[config.mk]
export PLATFORM = sky130hd
export DESIGN_NAME = transpose_stream
export DESIGN_NICKNAME = d
export VERILOG_FILES = /design/src/rtl/transpose_pkg.sv /design/src/rtl/transpose_buf.sv /design/src/rtl/transpose_stream.sv
export SDC_FILE = /design/constraint.sdc
export NUM_CORES = 1
export LEC_CHECK = 0
export ABC_AREA = 1
export BUFFER_PORTS_ARGS = -buffer_cell sky130_fd_sc_hd__buf_2
export CAP_MARGIN = 5
export CORE_MARGIN = 5
export CORE_UTILIZATION = 55
export CTS_CLUSTER_DIAMETER = 80
export CTS_CLUSTER_SIZE = 28
export DETAILED_ROUTE_END_ITERATION = 12
export PLACE_DENSITY = 0.75
export SLEW_MARGIN = 20
export SYNTH_ARGS = -nofsm -noshare
export SYNTH_HDL_FRONTEND = slang
export SYNTH_SLANG_ARGS = --single-unit
[constraint.sdc]
create_clock -name clk -period 2.2 [get_ports clk]
set_input_delay 0.44 -clock clk [delete_from_list [all_inputs] [get_ports clk]]
set_output_delay 0.44 -clock clk [all_outputs]
set_load 0.01 [all_outputs]
[src/rtl/transpose_pkg.sv]
// Shared types and helpers for the streaming matrix transposer.
// Latency: none (declarations only).
// Backpressure: not applicable.
`timescale 1ns/1ps
package transpose_pkg;

  // Fill the buffer row-major, then drain it column-major.
  typedef enum logic {
    FILL  = 1'b0,
    DRAIN = 1'b1
  } state_t;

  // Index width for a range of n entries; a single-entry range still gets one bit.
  function automatic int idx_w(input int n);
    return (n > 1) ? $clog2(n) : 1;
  endfunction

endpackage

[src/rtl/transpose_buf.sv]
// M x N element store with one write port and one combinational read port.
// Latency: write visible on the read port the cycle after i_we; read is combinational.
// Backpressure: none; the owner decides when to write and what to read.
`timescale 1ns/1ps
module transpose_buf
  import transpose_pkg::*;
#(
  parameter int M          = 6,
  parameter int N          = 6,
  parameter int DATA_WIDTH = 8,
  localparam int RW        = idx_w(M),
  localparam int CW        = idx_w(N)
) (
  input  logic                  clk,
  input  logic                  rst_n,
  input  logic                  i_we,
  input  logic [RW-1:0]         i_wr_row,
  input  logic [CW-1:0]         i_wr_col,
  input  logic [DATA_WIDTH-1:0] i_wdata,
  input  logic [RW-1:0]         i_rd_row,
  input  logic [CW-1:0]         i_rd_col,
  output logic [DATA_WIDTH-1:0] o_rdata
);

  logic [DATA_WIDTH-1:0] r_mem [M][N];

  // Clear every element on reset so no stale matrix can ever be read out.
  always_ff @(posedge clk or negedge rst_n) begin
    if (!rst_n) begin
      for (int r = 0; r < M; r++) begin
        for (int c = 0; c < N; c++) begin
          r_mem[r][c] <= '0;
        end
      end
    end else if (i_we) begin
      r_mem[i_wr_row][i_wr_col] <= i_wdata;
    end
  end

  assign o_rdata = r_mem[i_rd_row][i_rd_col];

endmodule

[src/rtl/transpose_stream.sv]
// Streaming M x N transposer: loads row-major, emits column-major (optional out_last via TRANSPOSE_LAST_EN).
// Latency: first out_valid the cycle after the last input accept; in_ready returns the cycle after the last output.
// Backpressure: in_ready low for the whole drain; out_ready low holds indices and out_data indefinitely.
`timescale 1ns/1ps
module transpose_stream
  import transpose_pkg::*;
#(
  parameter int M          = 6,
  parameter int N          = 6,
  parameter int DATA_WIDTH = 8
) (
  input  logic                  clk,
  input  logic                  rst_n,
  input  logic                  in_valid,
  output logic                  in_ready,
  input  logic [DATA_WIDTH-1:0] in_data,
  output logic                  out_valid,
  input  logic                  out_ready,
  output logic [DATA_WIDTH-1:0] out_data
`ifdef TRANSPOSE_LAST_EN
  ,
  output logic                  out_last
`endif
);

  localparam int RW = idx_w(M);
  localparam int CW = idx_w(N);
  localparam logic [RW-1:0] ROW_LAST = RW'(M - 1);
  localparam logic [CW-1:0] COL_LAST = CW'(N - 1);

  state_t                r_state;
  logic [RW-1:0]         r_wr_row;
  logic [CW-1:0]         r_wr_col;
  logic [RW-1:0]         r_rd_row;
  logic [CW-1:0]         r_rd_col;
  logic                  w_accept;
  logic                  w_xfer;
  logic [DATA_WIDTH-1:0] w_rdata;

  // Handshake flags are pure decodes of the state register, so they drop straight away on reset.
  assign in_ready  = (r_state == FILL);
  assign out_valid = (r_state == DRAIN);
  assign w_accept  = in_valid & in_ready;
  assign w_xfer    = out_valid & out_ready;

  // Outside the drain the output bus is parked at zero rather than exposing a half-filled buffer.
  assign out_data  = out_valid ? w_rdata : '0;

`ifdef TRANSPOSE_LAST_EN
  assign out_last  = out_valid && (r_rd_col == COL_LAST) && (r_rd_row == ROW_LAST);
`else
  // No end-of-matrix marker in this build.
`endif

  transpose_buf #(
    .M          (M),
    .N          (N),
    .DATA_WIDTH (DATA_WIDTH)
  ) u_buf (
    .clk      (clk),
    .rst_n    (rst_n),
    .i_we     (w_accept),
    .i_wr_row (r_wr_row),
    .i_wr_col (r_wr_col),
    .i_wdata  (in_data),
    .i_rd_row (r_rd_row),
    .i_rd_col (r_rd_col),
    .o_rdata  (w_rdata)
  );

  // Phase FSM: write walks columns inside rows, read walks rows inside columns.
  always_ff @(posedge clk or negedge rst_n) begin
    if (!rst_n) begin
      r_state  <= FILL;
      r_wr_row <= '0;
      r_wr_col <= '0;
      r_rd_row <= '0;
      r_rd_col <= '0;
    end else begin
      case (r_state)
        FILL: begin
          if (w_accept) begin
            if (r_wr_col == COL_LAST) begin
              r_wr_col <= '0;
              if (r_wr_row == ROW_LAST) begin
                r_wr_row <= '0;
                r_state  <= DRAIN;
              end else begin
                r_wr_row <= r_wr_row + 1'b1;
              end
            end else begin
              r_wr_col <= r_wr_col + 1'b1;
            end
          end
        end
        DRAIN: begin
          if (w_xfer) begin
            if (r_rd_row == ROW_LAST) begin
              r_rd_row <= '0;
              if (r_rd_col == COL_LAST) begin
                r_rd_col <= '0;
                r_state  <= FILL;
              end else begin
                r_rd_col <= r_rd_col + 1'b1;
              end
            end else begin
              r_rd_row <= r_rd_row + 1'b1;
            end
          end
        end
        default: r_state <= FILL;
      endcase
    end
  end

endmodule

==> metrics.txt, run 1 <==
status complete, but fails checks; failing checks setup timing; final hold violations 0; DR vias 12200; Worst EP arrival 2.39 ns; final period utilization 1.29; final setup fails 8; setup slack after placement -0.238 ns; clock skew 0.0207 ns; Die X 170 µm; Area contributors post-synth dfrtp_1 54%, nand2_1 19%, o21ai_0 13%, nor2_1 3.5%, nand3_1 2.8%; area delta synth->final 13.1%; I/O pins 22; worst-path maximum fanout 7; number of max-cap violations 0; synthesized flop and latch total 301; DP Area 0.0149 mm²; Final Net Count 1861; total global-route track usage 0.267; CTS tree done; Post-synth EDFFs 0; Min Hold Slack 0.294 ns; DRT iter0 DRCs 1104; Worst Hold Class input pin to register; Post-DRT Antenna Nets 0; gpl congestion 0.911; Multi-input gate area 0.00575 mm²; Vias per Instance 5.60; worst slew pin tran 0.533 ns; first-pass GRT wire length 62700 µm; vias in the first global route 11900; dpl cells 2158; share of layout cells above drive strength 1 0.108; Max Slew Vio Count 0; Unique masters post-synth 19; CTS clk-pin slew, worst paths 0.11 ns; RSZ-0062 raised after global routing true; Register Area 0.00754 mm²; Crit path required time 1.76 ns; Die H 170 µm; Mapped Area 0.0140 mm²; Core Footprint 0.0251 mm²; Root Driver clkbuf_16; first drt pass iteration count 7; initial antenna violation count 1; PwrDens 962 mW/mm²; CP Capture Type output pin; CTS max path bufs 3; Final min period 2.83 ns; Clock H-tree levels 1; Post-synth ARST share 1.00; CTS Buf Count 16; antenna fix cells 0; Peak supply drop 0.654 mV; overall power 15.2 mW; synth warn 0; Initial Utilization 0.557; most common library cells after synthesis 700 x nand2_1, 367 x o21ai_0, 301 x dfrtp_1; setup ws final -0.628 ns; fillers 2202; std cell rows 58; syn nets 1836; setup_tns -4.84 ns; CTS Sinks 301; Synth top area share 0.538; startpoint types register; synthesized area per cell 7.67 µm²; GRT overflow 0; die area 0.0287 mm²; IO Port Bufs 21; DRT Wirelength 38100 µm; Yosys top cell by area dfrtp_1; final instance area 0.0158 mm²; part of the Yosys area used for sequential elements 0.538; Post-Layout Cell Count 2187; DRC violations left 0; type of the worst setup path register to output pin; WL/cell 17.4 µm; Pleak 7.59 nW; half-perimeter wire length after detailed placement 23800 µm; fin util 0.630; cell with the most instances after synthesis nand2_1; Post-Syn Instances 1824; Fmax 0.354 GHz; Top FF cell, synth dfrtp_1; normalized max-slew margin 0.644; largest net degree at the start of global routing 62; later-pin clock latency in the skew report 0.51 ns
[final cells by class]
class                      count  area share
clock buffer                  19      0.0280
clock inverter                 7     0.00482
inverter                      94      0.0231
multi-input combinational   1314       0.363
sequential                   301       0.476
tap                          330      0.0261
timing repair buffer         122      0.0785
[cell families after synthesis]
kind of cell,share of synthesized area
simple gates,0.256
compound gates,0.144
flops,0.538
buf+inv,0.0609
[worst paths after layout]
kind / from / endpoint / slack, ns / cells after the start
worst max-delay path: r_rd_row[0]$_DFFE_PN0P_ / out_data[1] / -0.63 / 13
worst min-delay path: in_valid / r_wr_col[0]$_DFFE_PN0P_ / 0.29 / 4
worst max register to register: r_rd_row[0]$_DFFE_PN0P_ / out_valid$_DFF_PN0_ / 0.18 / 9
worst min register to register: r_wr_col[0]$_DFFE_PN0P_ / r_wr_col[0]$_DFFE_PN0P_ / 0.49 / 2
max in group asynchronous: rst_n / u_buf.r_mem[264]$_DFFE_PN0P_ / 0.99 / 3
min in group asynchronous: rst_n / u_buf.r_mem[167]$_DFFE_PN0P_ / 0.47 / 2
[cell usage in the layout (no fill, tap or decap)]
cell,netlist,final
nand2_1,700,679
o21ai_0,367,352
dfrtp_1,301,299
nor2_1,132,130
inv_1,87,87
nand3_1,78,72
buf_4,6,69
nand2_2,0,21
clkbuf_16,0,20
buf_12,0,20
buf_2,34,19
o211ai_1,16,16
o21ai_1,0,11
a21oi_2,0,6
nand3_2,0,6
nor2_2,3,5
buf_6,0,5
o21ai_2,0,4
buf_8,0,4
inv_2,3,3
clkinv_1,3,3
a21oi_1,10,3
nor3_2,3,3
inv_8,0,3
clkinv_8,0,2
nor2_4,2,2
o21bai_1,2,2
inv_6,0,2
a21oi_4,0,1
nor3_1,1,1
clkbuf_1,75,1
clkinv_4,0,1
clkbuf_8,0,1
buf_16,0,1
dlygate4sd3_1,0,1
dfrtp_4,0,1
dfrtp_2,0,1
[critical path, stage by stage, from the launching register on]
cell,delay [ns]
dfrtp_4,0.53
clkinv_8,0.12
buf_12,0.15
clkbuf_16,0.14
nand2_1,0.06
nand3_1,0.08
nand2_1,0.11
nand2_1,0.05
nand2_1,0.06
nand2_1,0.05
nand2_1,0.08
o21ai_1,0.08
a21oi_1,0.18
buf_2,0.17
[registers in the layout (all words and copies together), names as in the netlist]
| signal | flops |
|---|---|
| out_valid | 1 |
| r_rd_col | 3 |
| r_rd_row | 3 |
| r_wr_col | 3 |
| r_wr_row | 3 |
| u_buf.r_mem | 288 |
[metal layers]
layer  vias to the layer above  GRT usage  share of wire
met2                       446      0.430           0.46
met3                        93     0.0296          0.061
met1                      5847      0.383           0.44
met4                         2     0.0896          0.035
li1                       5857          -              -
met5                         -          0        0.00034
[power by group]
part | internal, mW | switching (mW) | leakage, nW
Clock | 1.52 | 1.94 | 0.256
Combinational | 2.25 | 3.74 | 3.16
Sequential | 5.64 | 0.137 | 4.17
[timing repair]
item,CTS,global route
endpoints found under the hold margin,55,0
cloned,1,3
hold buffers,1,0
buffers inserted,1,0
endpoints found under the setup margin,8,8
gates resized for setup,37,49
pin swaps,2,11
Note: power is estimated with default switching activity, not from simulation.
==> inputs of run 2 (changes only) <==
- RECOVER_POWER: not set -> 100
==> run 2 against run 1 <==
  * Via count grew 1.1%
  * Sequential share of layout area grew 0.053 points
  * Largest cell class unchanged
  * Non-clock buffer count is the same
  * Setup slack lost 0.0093 ns
  * Clock power is essentially flat
  * Register-to-register slack lost 0.11 ns
  * Wire length is essentially flat
  * The run ends with capacitance limit, slew limit, setup timing left
  * Hold slack lost 0.058 ns
  * Clock-buffer cell count is the same
  * Clock skew shrank 0.00085 ns
  * Critical path depth shrank 3
==> metrics.txt, run 2 (synthesis results as in run 1) <==
Fmax 0.352 GHz; largest net degree at the start of global routing 62; Final min period 2.84 ns; WL/cell 17.4 µm; DRC violations left 0; Pleak 7.59 nW; Register Area 0.00754 mm²; DRT iter0 DRCs 1163; setup slack after placement -0.238 ns; Die X 170 µm; Multi-input gate area 0.00574 mm²; number of max-cap violations 1; worst-path maximum fanout 16; gpl congestion 0.911; commonest non-fill, non-tap cells in the layout 679 x nand2_1, 352 x o21ai_0, 299 x dfrtp_1; Final Net Count 1861; die area 0.0287 mm²; normalized max-slew margin -0.115; antenna fix cells 0; CTS Sinks 301; total global-route track usage 0.267; status complete, but fails checks; type of the worst setup path register to output pin; Vias per Instance 5.66; Peak supply drop 0.646 mV; initial antenna violation count 1; failing checks capacitance limit, slew limit, setup timing; PwrDens 962 mW/mm²; Clock H-tree levels 1; final period utilization 1.29; setup ws final -0.637 ns; share of layout cells above drive strength 1 0.107; Worst EP arrival 2.40 ns; Most flops, register u_buf.r_mem; RSZ-0062 raised after global routing true; IO Port Bufs 21; half-perimeter wire length after detailed placement 23800 µm; CP peak stage delay 0.57 ns; GRT overflow 0; GRT met3 Usage 0.0296; Worst Hold Class input pin to register; startpoint types register; CTS Buf Count 16; final hold violations 0; Max Slew Vio Count 57; DP Area 0.0149 mm²; Core Footprint 0.0251 mm²; area delta synth->final 12.9%; final instance area 0.0158 mm²; std cell rows 58; CTS tree done; later-pin clock latency in the skew report 0.52 ns; Crit path required time 1.76 ns; max reg flops 288; commonest non-fill, non-tap cell in the layout nand2_1; worst slew pin tran 1.67 ns; GR Util met2 0.430; CTS max path bufs 3; first drt pass iteration count 6; Initial Utilization 0.557; met1 usage 0.383; Die H 170 µm; CTS clk-pin slew, worst paths 0.11 ns; Root Driver clkbuf_16; busiest grt layer met2; clock skew 0.0198 ns; slowest CP cell dfrtp_4; Post-DRT Antenna Nets 0; cell breakdown of the critical path clkinv_8, buf_12, buf_12, nor2_2, o211ai_1, nand2_1, nand3_2, nand3_2, a21oi_2, buf_2; I/O pins 22; CP Capture Type output pin; DR vias 12400; vias in the first global route 11900; final setup fails 8; DRT Wirelength 38100 µm; first-pass GRT wire length 62700 µm; fillers 2205
run 2: layout make-up:
type,instances,share of cell area
Clock buffer,19,0.0280
Clock inverter,7,0.00483
Inverter,94,0.0231
Multi-Input combinational cell,1314,0.363
Sequential cell,301,0.477
Tap cell,330,0.0261
Timing Repair Buffer,122,0.0780
run 2: layer usage:
metal,wire length (µm),part of all wire,up-vias
li1,-,-,5847
met5,13,0.00034,-
met3,2450,0.064,96
met1,16600,0.44,5939
met4,1360,0.036,2
met2,17700,0.46,493
run 2: final timing paths:
check	from	endpoint	slack (ns)	cells past startpoint
min	in_valid	r_wr_col[0]$_DFFE_PN0P_	0.24	4
min in group asynchronous	rst_n	u_buf.r_mem[167]$_DFFE_PN0P_	0.91	2
max in group asynchronous	rst_n	u_buf.r_mem[264]$_DFFE_PN0P_	0.13	3
max reg2reg	out_valid$_DFF_PN0_	u_buf.r_mem[37]$_DFFE_PN0P_	0.07	8
max	r_rd_row[0]$_DFFE_PN0P_	out_data[4]	-0.64	10
min reg2reg	r_wr_col[0]$_DFFE_PN0P_	r_wr_col[0]$_DFFE_PN0P_	0.48	2
run 2: critical path, delay by kind of cell, from the launching register on:
kind	cells	cell delay [ns]
buffers and inverters	4	0.58
AO/OA/AOI/OAI	2	0.42
flip-flops	1	0.57
AND/OR/NAND/NOR	4	0.30
run 2: through the flow:
step	TNS, ns	total power, mW	hold slack [ns]	utilization	instances
final	-4.92	15.2	0.237	0.630	2187
after global routing	-19.86	15.9	0.273	0.630	2187
after CTS	-4.88	14.8	0.269	0.622	2187
after detailed placement	-1.09	11.0	0.418	0.595	2158
after global placement	-1.11	11.0	0.423	0.595	2158
after floorplan	0	8.92	0.144	-	1824
run 2: what timing repair did:
| item | in CTS | in global routing |
|---|---|---|
| setup endpoints to repair | 8 | 8 |
| gates resized for setup | 37 | 49 |
| pin swaps | 2 | 11 |
| hold endpoints to repair | 55 | 0 |
| cloned | 1 | 3 |
| hold buffers | 1 | 0 |
| buffers inserted | 1 | 0 |
run 2: power by group:
| part | switching, mW | leakage (nW) | internal [mW] |
|---|---|---|---|
| Sequential | 0.136 | 4.17 | 5.64 |
| Combinational | 3.73 | 3.16 | 2.25 |
| Clock | 1.93 | 0.256 | 1.52 |
| Total | 5.80 | 7.59 | 9.40 |
==> inputs of run 3 (changes only) <==
- BUFFER_PORTS_ARGS: -buffer_cell sky130_fd_sc_hd__buf_2 -> -buffer_cell sky130_fd_sc_hd__clkbuf_2
==> run 3 against run 2 <==
  * Wire length grew 1.6%
  * The run ends with setup timing left
  * Clock-buffer cell count shrank 2
  * Non-clock buffer count grew 13
  * Via count grew 1.0%
  * Setup slack lost 0.014 ns
  * Power grew 2.2%
  * Die area is the same
  * Sequential power is essentially flat
  * Clock skew shrank 0.0043 ns
  * Flip-flop and latch count is the same
==> metrics.txt, run 3 (synthesis results as in run 1) <==
setup_tns -5.02 ns; Post-DRT Antenna Nets 0; clock skew 0.0156 ns; final period utilization 1.30; Vias per Instance 5.69; worst slew pin tran 1.30 ns; Initial Utilization 0.557; IO Port Bufs 21; setup ws final -0.651 ns; WL/cell 17.6 µm; CTS max path bufs 3; startpoint types register; Min Hold Slack 0.329 ns; CP Capture Type output pin; overall power 15.5 mW; Final Net Count 1873; area delta synth->final 14.0%; Root Driver clkbuf_16; CTS Sinks 301; commonest non-fill, non-tap cell in the layout nand2_1; Pleak 7.63 nW; initial antenna violation count 0; Worst EP arrival 2.41 ns; normalized max-slew margin 0.130; final setup fails 8; CTS Buf Count 15; total global-route track usage 0.263; GRT overflow 0; PwrDens 974 mW/mm²; Max Slew Vio Count 0; half-perimeter wire length after detailed placement 23500 µm; gpl congestion 0.938; CTS clk-pin slew, worst paths 0.10 ns; die area 0.0287 mm²; fin util 0.635; I/O pins 22; Worst Hold Class input pin to register; type of the worst setup path register to output pin; Final min period 2.85 ns; std cell rows 58; first drt pass iteration count 8; first-pass GRT wire length 61400 µm; share of layout cells above drive strength 1 0.124; Core Footprint 0.0251 mm²; RSZ-0062 raised after global routing true; failing checks setup timing; Die X 170 µm; Fmax 0.351 GHz; DRT Wirelength 38700 µm; final hold violations 0; number of max-cap violations 0; vias in the first global route 11800; later-pin clock latency in the skew report 0.52 ns; worst-path maximum fanout 8; setup slack after placement -0.242 ns; max reg flops 288; DRT iter0 DRCs 1678; Most flops, register u_buf.r_mem; dpl cells 2165; final instance area 0.0160 mm²; Post-Layout Cell Count 2196; Peak supply drop 0.749 mV; Clock H-tree levels 1; Die H 170 µm; commonest non-fill, non-tap cells in the layout 657 x nand2_1, 355 x o21ai_0, 299 x dfrtp_1; DP Area 0.0150 mm²; status complete, but fails checks; DR vias 12500; largest net degree at the start of global routing 70; antenna fix cells 0; Crit path required time 1.76 ns; DRC violations left 0; CTS tree done
==> run 3: timing repair <==
item | in CTS | in global routing
endpoints found under the hold margin | 42 | 0
resized for setup | 40 | 89
cloned | 2 | 4
endpoints found under the setup margin | 8 | 17
setup buffers | 4 | 8
hold buffers | 1 | 0
pin swaps | 2 | 44
==> run 3: power by group <==
group	internal, mW	switching, mW	total [mW]	leakage, nW
registers	5.64	0.160	5.80	4.17
logic	2.42	3.94	6.36	3.23
clock network	1.53	1.87	3.40	0.233
==> run 3: area by class of cell <==
cell class	instances	area, µm²
tap	330	413
timing repair buffer	135	1290
fill	2185	9150
inverter	94	365
clock inverter	5	96.3
clock buffer	17	383
sequential	301	7540
multi-input combinational	1314	5870
==> run 3: routing by layer <==
layer	up-vias	GRT usage	share of wire
met5	-	0	0
met1	6012	0.372	0.43
met4	0	0.0826	0.033
met2	533	0.421	0.46
li1	5872	-	-
met3	88	0.0426	0.084
==> run 3: critical path, cell delays in order, from the launching register on <==
cell and delay, ns:
dfrtp_4 0.59, buf_6 0.17, clkbuf_16 0.16, nand2_1 0.07, nand2_1 0.07, nand2_1 0.08
nand2_1 0.07, nand2_1 0.07, nand2_1 0.05, nand2_1 0.07, nand2_2 0.10, o21ai_4 0.19
a21oi_2 0.08, buf_2 0.14
==> run 3: final timing paths <==
kind | startpoint | end | slack, ns | cells past startpoint
worst max-delay path | r_rd_row[0]$_DFFE_PN0P_ | out_data[4] | -0.65 | 13
worst min-delay path | in_valid | r_wr_col[0]$_DFFE_PN0P_ | 0.33 | 4
worst max register to register | out_valid$_DFF_PN0_ | u_buf.r_mem[39]$_DFFE_PN0P_ | 0.01 | 8
worst min register to register | u_buf.r_mem[241]$_DFFE_PN0P_ | u_buf.r_mem[241]$_DFFE_PN0P_ | 0.49 | 2
max in group asynchronous | rst_n | u_buf.r_mem[187]$_DFFE_PN0P_ | 0.28 | 3
min in group asynchronous | rst_n | u_buf.r_mem[212]$_DFFE_PN0P_ | 0.75 | 2
